**src/rtl/fetch_bus_arbiter.sv**
```systemverilog
// Memory-bus arbiter for stage 0 fetch, load/store data and an external DMA master (Moore FSM).
// Optional DMA hold limit is enabled by defining DMA_HOLD_LIMIT_EN.
module fetch_bus_arbiter #(
    parameter int unsigned DMA_MAX_HOLD = 16
) (
    input  logic       ClockIn,
    input  logic       ResetIn_n,
    input  logic       DataReq,
    input  logic       DmaReq,
    output logic       DataGnt,
    output logic       DmaGnt,
    output logic       BusRequest,
    output logic       FetchSurpress,
    output logic [1:0] BusOwner
);

    typedef enum logic [2:0] {
        StFetch   = 3'd0,
        StData    = 3'd1,
        StTurnIn  = 3'd2,
        StDma     = 3'd3,
        StTurnOut = 3'd4
    } state_e;

    state_e state_q, state_d;
    logic   dma_allowed;
    logic   dma_release;

`ifdef DMA_HOLD_LIMIT_EN
    localparam logic [7:0] MaxHoldCnt = 8'(DMA_MAX_HOLD - 1);

    logic [7:0] hold_cnt_q, hold_cnt_d;
    logic       dma_block_q, dma_block_d;

    assign dma_allowed = ~dma_block_q;
    // Forced release happens on the DMA_MAX_HOLD-th consecutive DMA cycle.
    assign dma_release = ~DmaReq | (hold_cnt_q == MaxHoldCnt);

    always_comb begin
        hold_cnt_d  = hold_cnt_q;
        dma_block_d = dma_block_q;
        if (state_q == StTurnIn && state_d == StDma) begin
            hold_cnt_d = 8'd0;
        end else if (state_q == StDma) begin
            hold_cnt_d = hold_cnt_q + 8'd1;
        end
        if (state_q == StDma && DmaReq && hold_cnt_q == MaxHoldCnt) begin
            dma_block_d = 1'b1;
        end else if (state_q == StFetch || state_q == StData) begin
            dma_block_d = 1'b0;
        end
    end

    always_ff @(posedge ClockIn or negedge ResetIn_n) begin
        if (!ResetIn_n) begin
            hold_cnt_q  <= 8'd0;
            dma_block_q <= 1'b0;
        end else begin
            hold_cnt_q  <= hold_cnt_d;
            dma_block_q <= dma_block_d;
        end
    end
`else
    assign dma_allowed = 1'b1;
    assign dma_release = ~DmaReq;
`endif

    always_comb begin
        state_d = StFetch;
        unique case (state_q)
            StFetch: begin
                if (DataReq) begin
                    state_d = StData;
                end else if (DmaReq && dma_allowed) begin
                    state_d = StTurnIn;
                end else begin
                    state_d = StFetch;
                end
            end
            StData: begin
                if (DataReq) begin
                    state_d = StData;
                end else if (DmaReq && dma_allowed) begin
                    state_d = StTurnIn;
                end else begin
                    state_d = StFetch;
                end
            end
            StTurnIn:  state_d = DmaReq ? StDma : StFetch;
            StDma:     state_d = dma_release ? StTurnOut : StDma;
            StTurnOut: state_d = DataReq ? StData : StFetch;
            default:   state_d = StFetch;
        endcase
    end

    always_ff @(posedge ClockIn or negedge ResetIn_n) begin
        if (!ResetIn_n) begin
            state_q <= StFetch;
        end else begin
            state_q <= state_d;
        end
    end

    // Outputs depend on the state register only; unreachable codes decode to all-zero.
    always_comb begin
        DataGnt       = 1'b0;
        DmaGnt        = 1'b0;
        BusRequest    = 1'b0;
        FetchSurpress = 1'b0;
        BusOwner      = 2'd0;
        unique case (state_q)
            StFetch: ;
            StData: begin
                DataGnt       = 1'b1;
                FetchSurpress = 1'b1;
                BusOwner      = 2'd1;
            end
            StTurnIn: begin
                BusRequest    = 1'b1;
                FetchSurpress = 1'b1;
                BusOwner      = 2'd3;
            end
            StDma: begin
                DmaGnt        = 1'b1;
                BusRequest    = 1'b1;
                FetchSurpress = 1'b1;
                BusOwner      = 2'd2;
            end
            StTurnOut: begin
                FetchSurpress = 1'b1;
                BusOwner      = 2'd3;
            end
            default: ;
        endcase
    end

endmodule

```
**config.mk**
```make
export PLATFORM = sky130hd
export DESIGN_NAME = fetch_bus_arbiter
export DESIGN_NICKNAME = d
export VERILOG_FILES = /design/src/rtl/fetch_bus_arbiter.sv
export SDC_FILE = /design/constraint.sdc
export NUM_CORES = 1
export LEC_CHECK = 0
export BUFFER_PORTS_ARGS = -buffer_cell sky130_fd_sc_hd__buf_2
export CORE_AREA = 5 5 42 44
export DETAILED_ROUTE_END_ITERATION = 16
export DIE_AREA = 0 0 47 49
export GPL_ROUTABILITY_DRIVEN = 0
export GPL_TIMING_DRIVEN = 0
export PLACE_DENSITY = 0.36
export SLEW_MARGIN = 20
export SYNTH_ARGS = -nofsm -noshare
export SYNTH_HDL_FRONTEND = slang
export SYNTH_SLANG_ARGS = --single-unit
```
**constraint.sdc**
```tcl
create_clock -name ClockIn -period 2.36 [get_ports ClockIn]
set_input_delay 0.236 -clock ClockIn [delete_from_list [all_inputs] [get_ports ClockIn]]
set_output_delay 0.236 -clock ClockIn [all_outputs]
set_load 0.05 [all_outputs]
```
==> results.cfg, run 1 <==
[outcome]
status = finished clean

[min_path]
min_path_cells = 2
worst_hold_path.endpoint = state_q[2]$_DFF_PN0_
hp-class = primary input to flip-flop
min-delay-start = DmaReq

[sta]
min_period_over_period = 0.635
worst_pin_slew_ps = 253
slew_headroom = 0.833
timing.final.max_slew_violations = 0
hold_violations = 0
rsz0062_at_grt = false
final.setup.tns_ps = 0
fmax_mhz = 667
fin_skew_ps = 2.52
setup_viol = 0
post-route-min-period_ps = 1500

[critical_path]
crit_type = flip-flop to output pin
critPathMaxFanout = 7
cp.required_ps = 2120
r2r_end = state_q[0]$_DFF_PN0_
endpoint_kind = output pin
r2r-start = state_q[1]$_DFF_PN0_
regToRegSetupSlack_ps = 1430
arrival_ps = 1260
startpoint_type = flip-flop
reg2regPathDepth = 2

[die]
die-area_um2 = 2300
num_io_pins = 10
core-area_um2 = 1400
die_w_um = 47
initial_core_util = 0.143
rows = 14
dieHeight_um = 49

[clock_tree]
htreeDepth = 1
cts_max_path_buffers = 2
cts_tree = yes
cts_sinks = 3
cts_buffers = 3
path_clk_slew_ps = 40
clk_latency_ps = 230
cts-root-buf = clkbuf_4
cts_resized = 0

[detailed_routing]
dr.pass1.iters = 1
drtIter0Drc = 0
drc = 0
via_per_inst = 3.54
postRouteWirelength_um = 449
ant_nets = 0
wire_per_inst_um = 9.35
vias = 170

[synth]
synth-async-reset-ratio = 1.00
synth.avg_cell_area_um2 = 11.1
synthMuxAreaShare = 0
yosysUniqueCellTypes = 14
synthTopCellsByCount = dfrtp_1 (3), nor2b_4 (2), nor3b_1 (2)
synth_compound_area_frac = 0.150
synth_area_leaders = dfrtp_1 (38%), nor2b_4 (14%), nor3b_1 (7.5%), buf_6 (5.6%), and3b_2 (5.0%)
synth-simple-area-share = 0.331
netlist_area_um2 = 200
yosys.area_share.adder = 0
ys_seq_area_frac = 0.375
synth.most_common_cell = dfrtp_1
ys_warn_count = 0
syn_nets = 22
synth_top_area_cell = dfrtp_1
synth_seq_cells = 3
synth_top_family_by_area = simple AND/OR/NAND/NOR gates
post-synth-top-area-fraction = 0.375
synth_xor_area_frac = 0.0875
synthCells = 18
synth-edff-count = 0
synthFlopType = dfrtp_1

[pwr]
ir_drop_v = 0.000228
powerDensity_nw_per_um2 = 776
power_mw = 0.234
p_leak_nw = 0.148

[final_layout]
seqCellArea_um2 = 75.1
area_growth_pct = 50.6
n_fill_cell = 162
drive_above_1_share = 0.531
reg_top3 = state_q (3)
diodes = 0
largest_reg_flops = 3
regMostFlops = state_q
multiInputGateArea_um2 = 114
layout.nets = 37

[global_route]
grt_pass1_wl_um = 724
grtUsageTotal = 0.0479
antenna_found_initial = 0
grt_max_degree = 10
first_global_vias = 179
gr-total-overflow = 0

[flow_run]
cap_violations = 0

[placement]
io_buffers = 9
==> through the flow <==
step | worst slack, ps | cell area (um2) | instances | hold slack [ps] | utilization
5_1_grt | 787 | 302 | 48 | 214 | 0.215
3_3_place_gp | 1110 | 265 | 43 | 33.3 | 0.189
6_report | 862 | 302 | 48 | 209 | 0.215
4_1_cts | 834 | 302 | 48 | 202 | 0.215
2_1_floorplan | 482 | 200 | 18 | -59.6 | -
3_5_place_dp | 1090 | 265 | 43 | 38.6 | 0.189
==> cell usage in the layout, fill, tap and decap left out, drive strengths merged <==
cell,Yosys,final
xnor2,1,1
a21o,1,1
o21ai,1,1
nand2,1,1
o21a,1,1
dlygate4sd3,0,1
nor3b,2,2
nor2b,3,3
and3b,1,1
xor2,1,1
clkbuf,0,4
buf,1,10
nor2,1,1
a22o,1,1
dfrtp,3,3
==> what timing repair did <==
action,in CTS,in global routing
endpoints found under the hold margin,3,0
setup buffers,0,0
hold buffers,1,0
==> worst max-delay path by stage <==
stage	from	endpoint	slack [ps]
finish	state_q[1]$_DFF_PN0_	FetchSurpress	860
detailed placement	state_q[1]$_DFF_PN0_	FetchSurpress	1090
floorplan	state_q[2]$_DFF_PN0_	DataGnt	480
CTS	state_q[1]$_DFF_PN0_	FetchSurpress	830
global placement	state_q[2]$_DFF_PN0_	BusOwner[0]	1110
global route	state_q[1]$_DFF_PN0_	FetchSurpress	790
==> report_power, final <==
part	switching (mW)	internal, mW	leakage, nW	total (mW)
clock	0.0236	0.0632	0.0150	0.0868
combinational	0.0599	0.0265	0.0945	0.0864
sequential	0.00523	0.0556	0.0383	0.0608
total	0.0887	0.145	0.148	0.234
==> kinds of logic (layout without fill, tap and decap cells) <==
family	Yosys count	in the layout
AOI/OAI and AO/OA	4	4
and+or+nand+nor	8	8
DFF	3	3
xor gates and xnor gates	2	2
buffers and inverters	1	15
==> worst max-delay path: stages (launching register included) <==
cell,delay (ps)
dfrtp_1,430
nor2_1,190
xnor2_1,140
buf_2,280
==> cell type report <==
| class | count | area share |
|---|---|---|
| Tap cell | 16 | 0.0664 |
| Multi-Input combinational cell | 14 | 0.378 |
| Timing Repair Buffer | 10 | 0.183 |
| Clock buffer | 4 | 0.0871 |
| Buffer | 1 | 0.0373 |
| Sequential cell | 3 | 0.249 |
==> layer usage <==
layer / wire length, um / global-route usage / part of all wire / up-vias
met3: 81 / 0.0185 / 0.18 / 2
li1: - / - / - / 88
met5: 0 / 0 / 0 / -
met1: 188 / 0.0573 / 0.42 / 71
met4: 8 / 0.0691 / 0.018 / 0
met2: 171 / 0.0498 / 0.38 / 9
(Power assumes the default switching activity.)
==> run 2, diff against run 1 <==
--- a/config.mk
+++ b/config.mk
@@ -11,7 +11,7 @@
 export DIE_AREA = 0 0 47 49
 export GPL_ROUTABILITY_DRIVEN = 0
 export GPL_TIMING_DRIVEN = 0
-export PLACE_DENSITY = 0.36
+export PLACE_DENSITY = 0.37
 export SLEW_MARGIN = 20
 export SYNTH_ARGS = -nofsm -noshare
 export SYNTH_HDL_FRONTEND = slang
==> constraint.sdc (replaced) <==
create_clock -name ClockIn -period 1.24 [get_ports ClockIn]
set_input_delay 0.124 -clock ClockIn [delete_from_list [all_inputs] [get_ports ClockIn]]
set_output_delay 0.124 -clock ClockIn [all_outputs]
set_load 0.05 [all_outputs]
==> results.cfg, run 2 (synthesis results as in run 1) <==
[critical_path]
slowest_delay_ps = 360
startpoint_type = flip-flop
crit_top_cell = buf_6
crit_type = flip-flop to output pin
worst_path_max_delay_cell = dfrtp_1
arrival_ps = 1200
endpoint_kind = output pin
cp_num_buf_inv = 2
critPathMaxFanout = 8
crit_chain = buf_6 > xor2_1 > o21a_1 > buf_6
cp.required_ps = 1120
critPathTopFamily = flip-flops

[pwr]
p_leak_nw = 0.179
ir_drop_v = 0.000404
pwr-share-clk = 0.333
powerDensity_nw_per_um2 = 1320
p_sw_mw = 0.185
p_seq_frac = 0.240
combPwrFrac = 0.427
p_int_mw = 0.320
p_sw_frac = 0.367

[sta]
post-route-min-period_ps = 1320
rsz0062_at_grt = true
fmax_mhz = 756
worst_pin_slew_ps = 171
slew_headroom = 0.885
setup_viol = 4
hold_violations = 0
fin_skew_ps = 1.15
fin_ws_ps = -83.1
min_period_over_period = 1.07
timing.final.max_slew_violations = 0

[global_route]
antenna_found_initial = 0
gr-usage-met3 = 0.0148
grtUsageMet2 = 0.0588
grt_pass1_wl_um = 772
gr-total-overflow = 0
grtUsageTotal = 0.0487
grt_max_degree = 9
top_usage_layer = met1
grt.met1_usage = 0.0597
first_global_vias = 188

[placement]
place_area_um2 = 278
pre_cts_ws_ps = 32.5
io_buffers = 9
hpwl_um = 345

[final_layout]
reg_top3 = state_q (3)
layout.nets = 40
final_cell_mix = buf_6 (5), buf_4 (4), clkbuf_4 (3), buf_2 (3)
regMostFlops = state_q
diodes = 0
drive_above_1_share = 0.714
largest_reg_flops = 3
n_fill_cell = 159
layout_commonest_cell = buf_6
final_area_um2 = 384
area_growth_pct = 91.9
seqCellArea_um2 = 77.6
multiInputGateArea_um2 = 134

[die]
core-area_um2 = 1400
die_w_um = 47
rows = 14
initial_core_util = 0.143
num_io_pins = 10
die-area_um2 = 2300
dieHeight_um = 49

[clock_tree]
cts-root-buf = clkbuf_4
clk_latency_ps = 230
cts_buffers = 3
cts_sinks = 3
cts_tree = yes
cts_max_path_buffers = 2
path_clk_slew_ps = 30
htreeDepth = 1

[detailed_routing]
postRouteWirelength_um = 479
vias = 193
drtIter0Drc = 4
drc = 0
ant_nets = 0
via_per_inst = 3.78
dr.pass1.iters = 2
wire_per_inst_um = 9.39

[flow_run]
cap_violations = 0

[outcome]
status = finished with violations
violations = negative setup slack

[min_path]
hp-class = primary input to flip-flop
-- run 2: changes by cell type in the layout (fill, tap and decap cells not counted), sizes merged --
cell / before / now
buf: 10 / 13
-- run 2: power groups by stage --
| stage | logic, mW | registers (mW) | clock network [mW] |
|---|---|---|---|
| floorplan | 0.136 | 0.115 | 0 |
| global placement | 0.166 | 0.117 | 0 |
| detailed placement | 0.169 | 0.118 | 0 |
| CTS | 0.213 | 0.121 | 0.180 |
| global route | 0.227 | 0.124 | 0.178 |
| finish | 0.216 | 0.121 | 0.168 |
-- run 2: path summary, 6_finish.rpt --
kind / from / end / slack (ps) / cells past startpoint
hold reg to reg: state_q[2]$_DFF_PN0_ / state_q[1]$_DFF_PN0_ / 670 / 3
max in group asynchronous: ResetIn_n / state_q[1]$_DFF_PN0_ / 910 / 2
hold / removal: DmaReq / state_q[2]$_DFF_PN0_ / 100 / 2
setup reg to reg: state_q[1]$_DFF_PN0_ / state_q[0]$_DFF_PN0_ / 180 / 3
setup / recovery: state_q[2]$_DFF_PN0_ / BusOwner[0] / -80 / 4
min in group asynchronous: ResetIn_n / state_q[0]$_DFF_PN0_ / 210 / 2
-- run 2: what timing repair did --
item | CTS | global route
gates cloned | 0 | 0
endpoints found under the setup margin | 6 | 6
hold buffers | 1 | 0
buffers inserted | 2 | 1
resized for setup | 16 | 1
pin swaps | 2 | 0
endpoints found under the hold margin | 3 | 0
-- run 2: area by class of cell --
class	instances	area share
timing repair buffer	13	0.300
tap	16	0.0521
clock buffer	4	0.0684
buffer	1	0.0293
sequential	3	0.202
multi-input combinational	14	0.349
-- run 2: metrics by stage --
stage               cells   util  power, mW  hold slack [ps]  TNS, ps
floorplan              18      -      0.251             -172    -35.7
detailed placement     43  0.198      0.287            -78.3        0
CTS                    50  0.269      0.514             86.7     -251
global placement       43  0.198      0.283            -81.0        0
global route           51  0.274      0.528             94.3     -368
finish                 51  0.274      0.505             98.2     -186
-- run 2: routing by layer --
layer | part of all wire | wire (um)
met3 | 0.13 | 61
met4 | 0 | 0
met2 | 0.41 | 195
met5 | 0 | 0
met1 | 0.46 | 222
